<file path="src/rtl/hazard_pkg.sv">
`default_nettype none
// ============================================================================
// Module      : hazard_pkg
// Description : Shared types and helpers for the pipeline hazard controller.
// Revision    : 1.0 - initial release
// ============================================================================
package hazard_pkg;

  localparam int c_reg_addr_w_dflt = 5;

  typedef enum logic [0:0] {
    RUN      = 1'b0,
    MUL_BUSY = 1'b1
  } hz_state_e;

  // Width of the multiply down-counter; never narrower than one bit.
  function automatic int mul_cnt_width(input int lat);
    return (lat <= 2) ? 1 : $clog2(lat);
  endfunction

endpackage
`default_nettype wire

</file>
<file path="src/rtl/hazard_ctrl_sat_counter.sv">
`default_nettype none
// ============================================================================
// Module      : sat_counter
// Description : Width-parameterised up-counter that sticks at all-ones.
// Revision    : 1.0 - initial release
// ============================================================================
module sat_counter #(
  parameter int WIDTH = 32
) (
  input  logic             clk,
  input  logic             arst,
  input  logic             inc,
  output logic [WIDTH-1:0] count
);

  logic [WIDTH-1:0] r_count;

  always_ff @(posedge clk or posedge arst) begin
    if (arst) begin
      r_count <= '0;
    end else if (inc && (r_count != '1)) begin
      r_count <= r_count + WIDTH'(1);
    end
  end

  assign count = r_count;

endmodule
`default_nettype wire

</file>
<file path="src/rtl/hazard_ctrl.sv">
`default_nettype none
// ============================================================================
// Module      : hazard_ctrl
// Description : Five-stage pipeline hazard controller (load-use, branch
//               flush, multi-cycle multiply freeze, stall-cycle counter).
// Revision    : 1.0 - initial release
// ============================================================================
module hazard_ctrl
  import hazard_pkg::*;
#(
  parameter int REG_ADDR_W = c_reg_addr_w_dflt,
  parameter int MUL_LAT    = 4,
  parameter int PERF_W     = 32
) (
  input  logic                  clk,
  input  logic                  arst,
  input  logic [REG_ADDR_W-1:0] id_rs1,
  input  logic [REG_ADDR_W-1:0] id_rs2,
  input  logic                  id_uses_rs2,
  input  logic                  ex_mem_read,
  input  logic [REG_ADDR_W-1:0] ex_rd,
  input  logic                  ex_branch_taken,
  input  logic                  ex_mul_start,
  output logic                  en_pc,
  output logic                  en_if_id,
  output logic                  en_id_ex,
  output logic                  en_ex_mem,
  output logic                  en_mem_wb,
  output logic                  flush_if_id,
  output logic                  flush_id_ex,
  output logic                  busy,
  output logic [PERF_W-1:0]     stall_cycles
);

  localparam int              c_cnt_w    = mul_cnt_width(MUL_LAT);
  localparam logic [c_cnt_w-1:0] c_mul_load = c_cnt_w'(MUL_LAT - 2);

  hz_state_e          r_state;
  hz_state_e          w_state_nxt;
  logic [c_cnt_w-1:0] r_mul_cnt;
  logic [c_cnt_w-1:0] w_mul_cnt_nxt;
  logic               w_load_use;

  // Register 0 is hard-wired zero, so a load targeting it never creates a hazard.
  assign w_load_use = ex_mem_read && (ex_rd != '0) &&
                      ((ex_rd == id_rs1) || (id_uses_rs2 && (ex_rd == id_rs2)));

  always_ff @(posedge clk or posedge arst) begin
    if (arst) begin
      r_state   <= RUN;
      r_mul_cnt <= '0;
    end else begin
      r_state   <= w_state_nxt;
      r_mul_cnt <= w_mul_cnt_nxt;
    end
  end

  always_comb begin
    w_state_nxt   = r_state;
    w_mul_cnt_nxt = r_mul_cnt;
    en_pc         = 1'b1;
    en_if_id      = 1'b1;
    en_id_ex      = 1'b1;
    en_ex_mem     = 1'b1;
    en_mem_wb     = 1'b1;
    flush_if_id   = 1'b0;
    flush_id_ex   = 1'b0;
    busy          = 1'b0;

    case (r_state)
      RUN: begin
        if (ex_branch_taken) begin
          flush_if_id = 1'b1;
          flush_id_ex = 1'b1;
        end else if (ex_mul_start) begin
          en_pc         = 1'b0;
          en_if_id      = 1'b0;
          en_id_ex      = 1'b0;
          en_ex_mem     = 1'b0;
          w_mul_cnt_nxt = c_mul_load;
          w_state_nxt   = MUL_BUSY;
        end else if (w_load_use) begin
          en_pc       = 1'b0;
          en_if_id    = 1'b0;
          flush_id_ex = 1'b1;
        end
      end

      MUL_BUSY: begin
        busy = 1'b1;
        // Final cycle leaves all enables high so EX/MEM captures the product.
        if (r_mul_cnt != '0) begin
          en_pc         = 1'b0;
          en_if_id      = 1'b0;
          en_id_ex      = 1'b0;
          en_ex_mem     = 1'b0;
          w_mul_cnt_nxt = r_mul_cnt - c_cnt_w'(1);
        end else begin
          w_state_nxt = RUN;
        end
      end

      default: begin
        w_state_nxt   = RUN;
        w_mul_cnt_nxt = '0;
      end
    endcase
  end

  sat_counter #(
    .WIDTH (PERF_W)
  ) u_stall_cnt (
    .clk   (clk),
    .arst  (arst),
    .inc   (~en_pc),
    .count (stall_cycles)
  );

endmodule
`default_nettype wire

</file>
<file path="config.mk">
export PLATFORM = sky130hd
export DESIGN_NAME = hazard_ctrl
export DESIGN_NICKNAME = d
export VERILOG_FILES = /design/src/rtl/hazard_pkg.sv /design/src/rtl/hazard_ctrl_sat_counter.sv /design/src/rtl/hazard_ctrl.sv
export SDC_FILE = /design/constraint.sdc
export NUM_CORES = 1
export LEC_CHECK = 0
export BUFFER_PORTS_ARGS = -buffer_cell sky130_fd_sc_hd__buf_2
export CORE_MARGIN = 1.5
export CORE_UTILIZATION = 50
export DETAILED_ROUTE_END_ITERATION = 8
export PLACE_DENSITY = 0.79
export SLEW_MARGIN = 20
export SYNTH_ARGS = -nofsm -noshare
export SYNTH_HDL_FRONTEND = slang
export SYNTH_SLANG_ARGS = --single-unit
</file>
<file path="constraint.sdc">
create_clock -name clk -period 5.15 [get_ports clk]
set_clock_uncertainty 0.1 [all_clocks]
set_input_delay 1.2875 -clock clk [delete_from_list [all_inputs] [get_ports clk]]
set_output_delay 1.2875 -clock clk [all_outputs]
set_load 0.03 [all_outputs]
</file>
# == Yosys cells after proc, flatten, opt, wreduce, memory -nomap -nowiden ==
# Cells that the tools add are included.
# W data, S select, Z words.
# totals
output_inout_bits,40
input_bits,21
word_cells,44
ff_bits,35
# op_classes
addsub,2
muxes,23
bitwise,2
eq_ne,6
n_reduce_logical,8
# op_table
op,count
$add A32 B1 Y32 const B,1
$ne A32 B32 Y1 const B,1
$mux W1,16
$eq A5 B5 Y1,2
$mux W2,3
$pmux W1 S2,3
$reduce_bool A5 Y1,1
$logic_and A1 B1 Y1,4
$ne A2 B2 Y1 const B,2
$pmux W2 S2,1
$reduce_and A3 Y1,1
$ne A2 B1 Y1 const B,1
$not A1 Y1,2
$reduce_bool A2 Y1,1
$sub A2 B1 Y2 const B,1
$logic_or A1 B1 Y1,1

# == Logic depth before layout (Yosys ltp) ==
# logic_depth
word_depth,10
mapped_depth,10
depth_no_buf,9

# == Hierarchy ==
# From an unflattened synthesis, not the netlist that was laid out.
# hier_totals
hier_cells,178
hier_area_um2,1896.8
# by_module_without_submodules
mod,instances,area_each_um2,cells_per_inst,seq_area_each_um2
sat_counter,1,1561.5,139,800.8
hazard_ctrl,1,335.3,39,75.1

# == Worst setup path before layout ==
# No wires, ideal clock.
# synth_timing
kind,input to output
from,in ex_mul_start
to,out en_pc
setup_slack_ps,930
stages,5
arrival_time_ps,2832
path_cell_list,nor3b_2 -> a21oi_2 -> inv_2 -> o31ai_4 -> buf_4
# synth_via
elab_chain_cells,3
# synth_rtl
element,line_no,source
"start, declared",hazard_ctrl.sv:23,"input logic ex_mul_start,"
$mux W1 (2 in series),n/a,
$pmux W1 S2,n/a,
"end, declared",hazard_ctrl.sv:24,"output logic en_pc,"
# Every way passes these cells.

# == Final worst setup path ==
# layout_timing
from,in ex_rd[1]
to,out en_pc
# layout_via
elab_chain_cells,8
word_cells_on_any_way,11
classes_between,2 x eq/ne; 4 x mux; 5 x reduce/logical
# layout_rtl
element,line_no,source
"start, declared",hazard_ctrl.sv:21,"input logic [REG_ADDR_W-1:0] ex_rd,"
$eq A5 B5 Y1,hazard_ctrl.sv:46,((ex_rd == id_rs1) || (id_uses_rs2 && (ex_rd == id_rs2)));
$logic_and A1 B1 Y1,hazard_ctrl.sv:46,
$logic_or A1 B1 Y1,hazard_ctrl.sv:46,
$logic_and A1 B1 Y1 *,hazard_ctrl.sv:45,assign w_load_use = ex_mem_read && (ex_rd != '0) &&
$mux W1 *,hazard_ctrl.sv:82,end else if (w_load_use) begin
$mux W1 *,hazard_ctrl.sv:75,end else if (ex_mul_start) begin
$mux W1 *,hazard_ctrl.sv:72,if (ex_branch_taken) begin
$pmux W1 S2 *,hazard_ctrl.sv:70,case (r_state)
# Every way passes the cells marked *; elsewhere a longest branch is shown, timed or not.

==> impl_metrics.env <==
export IMPL_place_congestion=0.779
export IMPL_initialDrtViolationCount=80
export IMPL_cts_root_buf="clkbuf_8"
export IMPL_reg2reg_to="u_stall_cnt.count[23]"
export IMPL_grt_usage_pct=19.7
export IMPL_seqCellArea_sq_um=876
export IMPL_critical_path_slowest_cell="or4_1"
export IMPL_fin_util_pct=62.8
export IMPL_r2r_start="r_mul_cnt[0]"
export IMPL_rsz0062_at_grt="no"
export IMPL_chipWidth_microns=64.7
export IMPL_dp_slack_ps=1000
export IMPL_cts_htree_levels=2
export IMPL_multi_input_area_sq_um=961
export IMPL_yosys_warnings=0
export IMPL_holdCritPathClass="register to register"
export IMPL_port_buffers=59
export IMPL_start_util_pct=52.1
export IMPL_routed_via_density=5.14
export IMPL_hold_buffers=0
export IMPL_firstDrtPassIters=4
export IMPL_grt_first_pass_wirelength_microns=6430
export IMPL_cap_violations=0
export IMPL_core_area_sq_mm=0.00366
export IMPL_antenna_found_initial=0
export IMPL_hold_viol_final=0
export IMPL_finalSetupViolCount=0
export IMPL_fin_tns_setup_ps=0
export IMPL_cellLeakagePower_nw=1.15
export IMPL_startpoint="ex_rd[1]"
export IMPL_synth_fp_nets=200
export IMPL_die_area_sq_mm=0.00419
export IMPL_final_nets=261
export IMPL_ant_nets=0
export IMPL_fmax_ghz=0.240
export IMPL_grt_remaining_overflow=0
export IMPL_diodes=0
export IMPL_syn_area_per_cell_sq_um=10.8
export IMPL_cp_max_fo=6
export IMPL_crit_path_start_kind="primary input"
export IMPL_end_kind="primary output"
export IMPL_wl_per_cell_microns=13.3
export IMPL_postCtsSetupBuffers=0
export IMPL_fillCellCount=308
export IMPL_die_y_microns=64.7
export IMPL_worstHoldStart="u_stall_cnt.count[18]"
export IMPL_ioPinCount=61
export IMPL_seq_area_frac_synth_pct=46.0
export IMPL_clk_pin_slew_worst_paths_ps=60
export IMPL_clock_sinks=35
export IMPL_worstPathCellList="buf_2 -> or4_1 -> o21ai_0 -> a221oi_2 -> o31ai_4 -> buf_2"
export IMPL_fin_ws_ps=984
export IMPL_syn2layout_area_growth_pct=20.7
export IMPL_clk_path_buf_depth=2
export IMPL_drc=0
export IMPL_fp_row_count=22
export IMPL_report_final_slew_viol_count=0
export IMPL_post_cts_resized=0
export IMPL_numCtsBuffers=5
export IMPL_worst_slew_pin_slew_ps=810
export IMPL_first_global_vias=1457
export IMPL_synth_seq_cells=35
export IMPL_tritoncts="yes"
export IMPL_peakVddDrop_mv=0.278
export IMPL_cp_required_ps=3760
export IMPL_slew_headroom_pct=46.0
export IMPL_path_common_cell="buf_2"
export IMPL_reg2reg_depth=9
export IMPL_status="complete, no violations"
export IMPL_crit_type="primary input to primary output"
export IMPL_syn_inst=177
export IMPL_dp_hpwl_microns=2840
export IMPL_slowest_delay_ps=520
export IMPL_fin_crit_ps=4170
export IMPL_netlist_area_sq_mm=0.00191
export IMPL_post_route_period_util_pct=80.9
export IMPL_grt_max_degree=36
export IMPL_min_path_cells=1
export IMPL_min_to="u_stall_cnt.count[18]"
export IMPL_regToRegSetupSlack_ps=2570
export IMPL_vias=1476
export IMPL_clock_latency_ps=290
export IMPL_power_density_mw_per_mm2=390
export IMPL_synthDistinctLibCells=38
export IMPL_drive_above_1_share_pct=36.4
export IMPL_crit_arrival_ps=2780
export IMPL_wl_microns=3830
==> state kept, by name (all words and copies together), names as in the netlist <==
name,count
r_mul_cnt,2
u_stall_cnt.count,32
r_state,1
==> worst max-delay path: cells and delay by family <==
| kind | cells | cell delay [ps] |
|---|---|---|
| AOI/OAI and AO/OA | 3 | 560 |
| buffers and inverters | 2 | 400 |
| and+or+nand+nor | 1 | 520 |
==> synthesized netlist by cell type (all sizes together) <==
cell / n / share of area [%]
xor2: 15 / 6.9
nand2: 15 / 3.1
or4: 1 / 0.39
and4: 1 / 0.46
nor2: 11 / 2.3
and2b: 2 / 0.85
or2: 2 / 0.66
o21ai: 2 / 0.53
o31ai: 1 / 1.1
dfrtp: 35 / 46
ha: 2 / 1.3
and3: 7 / 2.4
a2111oi: 1 / 1.4
nor3: 9 / 3.2
xnor2: 26 / 12
a21oi: 3 / 1.2
nor3b: 2 / 1.1
a221oi: 1 / 0.79
inv: 5 / 0.98
buf: 6 / 2.6
conb: 1 / 0.20
a21o: 1 / 0.79
and2: 2 / 0.66
nand4: 15 / 5.6
nand3: 11 / 3.7
==> worst max-delay path by stage <==
stage / end / slack, ps
after floorplan: en_pc / 930
after global placement: en_if_id / 1060
after detailed placement: en_pc / 1000
after CTS: en_pc / 990
after global routing: en_pc / 880
final: en_pc / 980
==> where the power goes <==
| group | switching, mW | internal [mW] |
|---|---|---|
| sequential | 0.0465 | 0.311 |
| combinational | 0.239 | 0.109 |
| clock | 0.0958 | 0.0949 |
==> cells in the final DEF, fill, tap and decap left out, types with 2 or more instances in the layout <==
cell type,n
inv_1,4
nand3_1,8
a21oi_2,2
and3_1,6
xor2_1,15
xnor2_1,26
nand2_1,14
o21ai_0,2
ha_1,2
nor3_1,6
clkbuf_1,2
clkbuf_8,5
nand4_1,13
nand3_2,3
nor2_1,10
dfrtp_1,35
nor3_2,3
buf_2,59
and2_1,2
nand4_2,2
==> logic make-up after synthesis <==
kind of cell             synth area share (%)
other                                   0.197
buffers and inverters                    3.61
XOR/XNOR                                 18.8
adder cells (fa/ha/maj)                  1.31
AO/OA/AOI/OAI                            5.84
flip-flops                               46.0
AND/OR/NAND/NOR                          24.2
==> per-layer routing <==
metal,global-route usage (%),wire length [microns]
met3,4.51,140
met5,0,0
met4,7.98,26
met2,33.0,1870
met1,24.4,1790
==> metrics by stage <==
| step | hold slack [ps] | power [mW] | cells | cell area, sq um |
|---|---|---|---|---|
| floorplan | 384 | 0.646 | 177 | 1910 |
| global placement | 372 | 0.707 | 279 | 2220 |
| detailed placement | 377 | 0.712 | 279 | 2220 |
| CTS | 390 | 0.904 | 287 | 2300 |
| global route | 412 | 0.942 | 287 | 2300 |
| finish | 386 | 0.896 | 287 | 2300 |
==> area by class of cell <==
class | count | share of cell area (%)
multi-input cells | 131 | 41.8
well taps | 48 | 2.61
clock buffers | 7 | 3.32
flip-flops and latches | 35 | 38.1
repair buffers | 60 | 13.2
inverters | 5 | 0.816
clock inverters | 1 | 0.218
Note: power is estimated with default switching activity, not from simulation.
